==> src/rtl/fetch_seq_ctrl_pkg.sv <==
// Shared constants for the fetch next-IP sequencer: FSM encodings and address defaults.
package fetch_seq_ctrl_pkg;

  localparam int              AW        = 16;
  localparam logic [AW-1:0]   RESET_VEC = 16'h0000;

  localparam logic [0:0]      ST_RUN    = 1'b0;
  localparam logic [0:0]      ST_HALTED = 1'b1;

endpackage

==> src/rtl/fetch_seq_ctrl_ret_addr_stack.sv <==
// Hardware return-address stack: DEPTH x AW entries with a registered depth pointer.
module ret_addr_stack #(
  parameter int AW    = 16,
  parameter int DEPTH = 8
) (
  input  logic                     clk,
  input  logic                     rst,
  input  logic                     push,
  input  logic                     pop,
  input  logic [AW-1:0]            push_addr,
  output logic [AW-1:0]            top,
  output logic [$clog2(DEPTH):0]   depth,
  output logic                     full,
  output logic                     empty
);

  localparam int IW = $clog2(DEPTH);
  localparam int PW = IW + 1;

  logic [AW-1:0] mem [DEPTH];
  logic [PW-1:0] depth_q;
  logic [IW-1:0] wr_idx;
  logic [IW-1:0] top_idx;

  assign wr_idx  = depth_q[IW-1:0];
  assign top_idx = wr_idx - IW'(1);
  assign full    = (depth_q == PW'(DEPTH));
  assign empty   = (depth_q == '0);
  assign top     = mem[top_idx];
  assign depth   = depth_q;

  always_ff @(posedge clk) begin
    if (rst) begin
      depth_q <= '0;
    end else if (push && !full) begin
      depth_q <= depth_q + PW'(1);
    end else if (pop && !empty) begin
      depth_q <= depth_q - PW'(1);
    end
  end

  // Entry storage carries no reset; only the pointer decides validity.
  always_ff @(posedge clk) begin
    if (push && !full) begin
      mem[wr_idx] <= push_addr;
    end
  end

endmodule

==> src/rtl/fetch_seq_ctrl.sv <==
// Next-IP sequencer: sequential advance, stall, branch, CALL/RET via RAS, HALT/RESUME.
module fetch_seq_ctrl #(
  parameter int                AW        = fetch_seq_ctrl_pkg::AW,
  parameter int                RAS_DEPTH = 8,
  parameter logic [AW-1:0]     RESET_VEC = fetch_seq_ctrl_pkg::RESET_VEC
) (
  input  logic                         clk,
  input  logic                         rst,
  input  logic [AW-1:0]                ip,
  input  logic                         stall,
  input  logic                         br_taken,
  input  logic [AW-1:0]                br_pc,
  input  logic                         call,
  input  logic                         ret,
  input  logic                         halt,
  input  logic                         resume,
  output logic [AW-1:0]                next_ip,
  output logic                         flush,
  output logic                         halted,
  output logic [$clog2(RAS_DEPTH):0]   ras_depth,
  output logic                         ras_err
);

  import fetch_seq_ctrl_pkg::*;

  logic [0:0]    state_q;
  logic [0:0]    state_d;
  logic          flush_d;
  logic          err_set;
  logic          ras_push;
  logic          ras_pop;
  logic [AW-1:0] ras_top;
  logic          ras_full;
  logic          ras_empty;

  // Sequential successor, modulo 2^AW with silent wrap.
  function automatic logic [AW-1:0] addr_inc(input logic [AW-1:0] a);
    return a + AW'(1);
  endfunction

  ret_addr_stack #(
    .AW    (AW),
    .DEPTH (RAS_DEPTH)
  ) u_ras (
    .clk       (clk),
    .rst       (rst),
    .push      (ras_push),
    .pop       (ras_pop),
    .push_addr (addr_inc(ip)),
    .top       (ras_top),
    .depth     (ras_depth),
    .full      (ras_full),
    .empty     (ras_empty)
  );

  always_comb begin
    next_ip  = addr_inc(ip);
    state_d  = state_q;
    flush_d  = 1'b0;
    err_set  = 1'b0;
    ras_push = 1'b0;
    ras_pop  = 1'b0;
    if (rst) begin
      next_ip = RESET_VEC;
    end else if (state_q == ST_HALTED) begin
      next_ip = ip;
      if (resume && !halt) state_d = ST_RUN;
    end else if (halt) begin
      next_ip = ip;
      state_d = ST_HALTED;
    end else if (stall) begin
      next_ip = ip;
    end else if (ret) begin
      if (!ras_empty) begin
        next_ip = ras_top;
        ras_pop = 1'b1;
        flush_d = 1'b1;
      end else begin
        err_set = 1'b1;
      end
    end else if (call) begin
      next_ip = br_pc;
      flush_d = 1'b1;
      if (ras_full) err_set  = 1'b1;
      else          ras_push = 1'b1;
    end else if (br_taken) begin
      next_ip = br_pc;
      flush_d = 1'b1;
    end
  end

  always_ff @(posedge clk) begin
    if (rst) begin
      state_q <= ST_RUN;
      flush   <= 1'b0;
      ras_err <= 1'b0;
    end else begin
      state_q <= state_d;
      flush   <= flush_d;
      if (err_set) ras_err <= 1'b1;
    end
  end

  assign halted = (state_q == ST_HALTED);

endmodule
==> config.mk <==
export PLATFORM = sky130hd
export DESIGN_NAME = fetch_seq_ctrl
export DESIGN_NICKNAME = d
export VERILOG_FILES = /design/src/rtl/fetch_seq_ctrl_pkg.sv /design/src/rtl/fetch_seq_ctrl_ret_addr_stack.sv /design/src/rtl/fetch_seq_ctrl.sv
export SDC_FILE = /design/constraint.sdc
export NUM_CORES = 1
export LEC_CHECK = 0
export CAP_MARGIN = 20
export CORE_ASPECT_RATIO = 1.1
export CORE_UTILIZATION = 63
export CTS_BUF_LIST = sky130_fd_sc_hd__clkbuf_8
export CTS_CLUSTER_DIAMETER = 80
export DETAILED_ROUTE_END_ITERATION = 16
export PLACE_DENSITY = 0.86
export SYNTH_ARGS = -nofsm -noshare
export SYNTH_HDL_FRONTEND = slang
export SYNTH_SLANG_ARGS = --single-unit
==> constraint.sdc <==
create_clock -name clk -period 6.3 [get_ports clk]
set_input_delay 0.63 -clock clk [delete_from_list [all_inputs] [get_ports clk]]
set_output_delay 0.63 -clock clk [all_outputs]
set_load 0.1 [all_outputs]
==> reports/qor.csv <==
stage,metric,value,unit
place,PortBufs,62,
floorplanning,Die Span X,95.58,um
power_and_ir_drop,P_leak,2.385,nW
clock_tree,# clock sinks,135,
yosys,"Primary FF master, synth",edfxtp_1,
sta,hold slack final,0.4776,ns
place,DP Cell Count,555,
sta,fmax,198.4,MHz
yosys,"EDFF count, synth",128,
sta,Final Hold Vio Count,0,
run_status,outcome,completed,
power_and_ir_drop,overall power,1.905,mW
worst_setup_path,critical-path maximum fanout,22,
clock_tree,# resized after CTS,0,
floorplanning,Site Rows,37,
global_routing,Tot GR Track Use,30.87,%
yosys,Synth area leader,edfxtp_1,
place,HPWL after DPL,9059,um
sta,Rel. slew slack,27.93,%
global_routing,vias in the first global route,4083,
clock_tree,clk buf depth,2,
sta,Clock Skew,0.01495,ns
yosys,Mapped Area,6068,um^2
routing,vias,3902,
clock_tree,H-tree Lvls,4,
finish,nets,502,
clock_tree,"Reg clk slew, reported paths",0.08,ns
global_routing,initial antenna violation count,0,
yosys,async set or reset register ratio after synthesis,0,%
worst_setup_path,CP arrival,4.41,ns
clock_tree,CTS tree,yes,
yosys,YS warnings,0,
power_and_ir_drop,pwr/cell area,262.2,nW/um^2
floorplanning,Starting Density,64.89,%
floorplanning,# IOs,63,
routing,Detailed Routing Iterations Pass 1,5,
yosys,cell count after synthesis,377,
yosys,most frequent cell after synthesis,edfxtp_1,
yosys,post-synth net total,422,
clock_tree,clock latency on the worst-skew pair,0.43,ns
finish,layout cells sized above 1,18.94,%
global_routing,first-pass GRT wire length,21620,um
yosys,post-synthesis cell type count,52,
yosys,top post-synthesis cells by area,"edfxtp_1, mux4_2, dfxtp_1, mux2i_1, nand2_1",
routing,number of nets with antenna violations after routing,0,
floorplanning,core area,9351,um^2
worst_setup_path,Startpoint Class,register,
clock_tree,# hold bufs at CTS,0,
place,GPL Wtd Cong,0.7732,
yosys,post-synthesis sequential area ratio,65.65,%
power_and_ir_drop,Peak VDD IR,0.1704,mV
finish,area grow syn2layout,19.73,%
sta,final setup fails,0,
run,reported max-cap violation count,0,
worst_setup_path,critical path class,register to output pin,
finish,final core occ,77.70,%
global_routing,largest net degree at the start of global routing,33,
clock_tree,Root Buffer,clkbuf_8,
routing,Routed WL,14060,um
yosys,commonest cells in the synthesized netlist,"edfxtp_1, mux4_2, nand2_1",
global_routing,gr ovfl total,0,
yosys,Mean Syn Cell Area,16.10,um^2
routing,Iter 0 DRT Violations,489,
sta,post-layout min period,5.039,ns
sta,final period utilization,79.99,%
min_path,Min-Delay Path Class,register to register,
floorplanning,Die Ht,104.9,um
sta,worst-margin pin slew,1.081,ns
yosys,Synth top area share,63.34,%
sta,RSZ-0062 raised after global routing,no,
routing,drt wl/cell,23.95,um
worst_setup_path,Worst Setup End Kind,output pin,
clock_tree,TritonCTS buffer count,17,
routing,Vias/cell,6.647,
clock_tree,"Setup Fix Bufs, Post-CTS",0,
finish,Antenna Cells,0,
sta,setup TNS,0,ns
sta,"Slew Viols, Final",0,
yosys,"FF+latch count, synth",135,
floorplanning,die area,10030,um^2
routing,DRC viols,0,
finish,Finished Layout Cells,587,
worst_setup_path,WP data required,5.67,ns
==> sequential cells by signal, summed over array words and instances, names as in the netlist <==
signal / flops
u_ras.mem: 128
u_ras.depth: 4
flush: 1
halted: 1
ras_err: 1
==> per-layer routing <==
metal / part of all wire [%] / vias up / global-route usage (%) / wire length (um)
met3: 9.7 / 58 / 7.424 / 1368
met5: 0 / - / 0 / 0
li1: - / 1677 / - / -
met2: 50 / 267 / 48.67 / 7091
met1: 36 / 1900 / 39.00 / 5028
met4: 4.1 / 0 / 17.70 / 572
==> layout make-up <==
cell class | instances | area (um^2)
Clock buffer | 18 | 247.7
Clock inverter | 14 | 136.4
Fill cell | 545 | 2086
Inverter | 6 | 22.52
Multi-Input combinational cell | 220 | 1994
Sequential cell | 135 | 3985
Tap cell | 117 | 146.4
Timing Repair Buffer | 77 | 733.2
==> layout by cell type, fill, tap and decap left out, types with 5 or more instances in the layout <==
master,count
o21ai_1,5
dfxtp_1,6
clkbuf_8,18
clkdlybuf4s50_1,62
mux4_2,29
o221ai_1,6
clkinv_2,5
nand2_1,26
inv_1,7
a21oi_1,11
mux2i_1,10
xor2_1,6
a211oi_1,8
o21ai_0,12
nor2_1,23
edfxtp_1,128
xnor2_1,10
buf_4,15
nand3_1,8
nand2b_1,5
==> power breakdown <==
group | switching (mW) | total [mW] | internal (mW)
sequential | 0.00258 | 0.989 | 0.986
clock | 0.326 | 0.684 | 0.358
combinational | 0.155 | 0.232 | 0.0776
==> cells by family (layout without fill, tap and decap cells) <==
logic type / after synthesis / after routing / synth area share (%)
mux: 47 / 47 / 14.70
simple gates: 88 / 88 / 6.846
buf+inv: 22 / 115 / 1.835
xor+xnor: 17 / 17 / 2.763
flops: 135 / 135 / 65.65
compound gates: 63 / 63 / 7.052
fa+ha+maj: 5 / 5 / 1.155
==> through the flow <==
step	worst slack [ns]	instance area [um^2]
floorplan	0.5890	6073
global placement	1.686	6882
detailed placement	1.541	6882
CTS	1.221	7266
global route	1.037	7266
finish	1.261	7266
==> path summary, 6_finish.rpt <==
path | start | end | slack [ns] | depth (start not counted)
max | u_ras.depth[1] | next_ip[9] | 1.26 | 8
min | ras_err | ras_err | 0.48 | 2
max reg2reg | u_ras.depth[1] | u_ras.mem[4][4] | 3.46 | 7
min reg2reg | ras_err | ras_err | 0.48 | 2
==> worst max-delay path, cell delays in order (launching register included) <==
cell             delay [ns]
dfxtp_1                0.56
inv_1                  0.11
ha_1                   0.27
xor2_4                 0.77
mux4_1                 0.66
mux2_2                 0.29
a211oi_1               0.22
a2111oi_2              0.09
clkdlybuf4s50_1        1.02
Note: power is estimated with default switching activity, not from simulation.
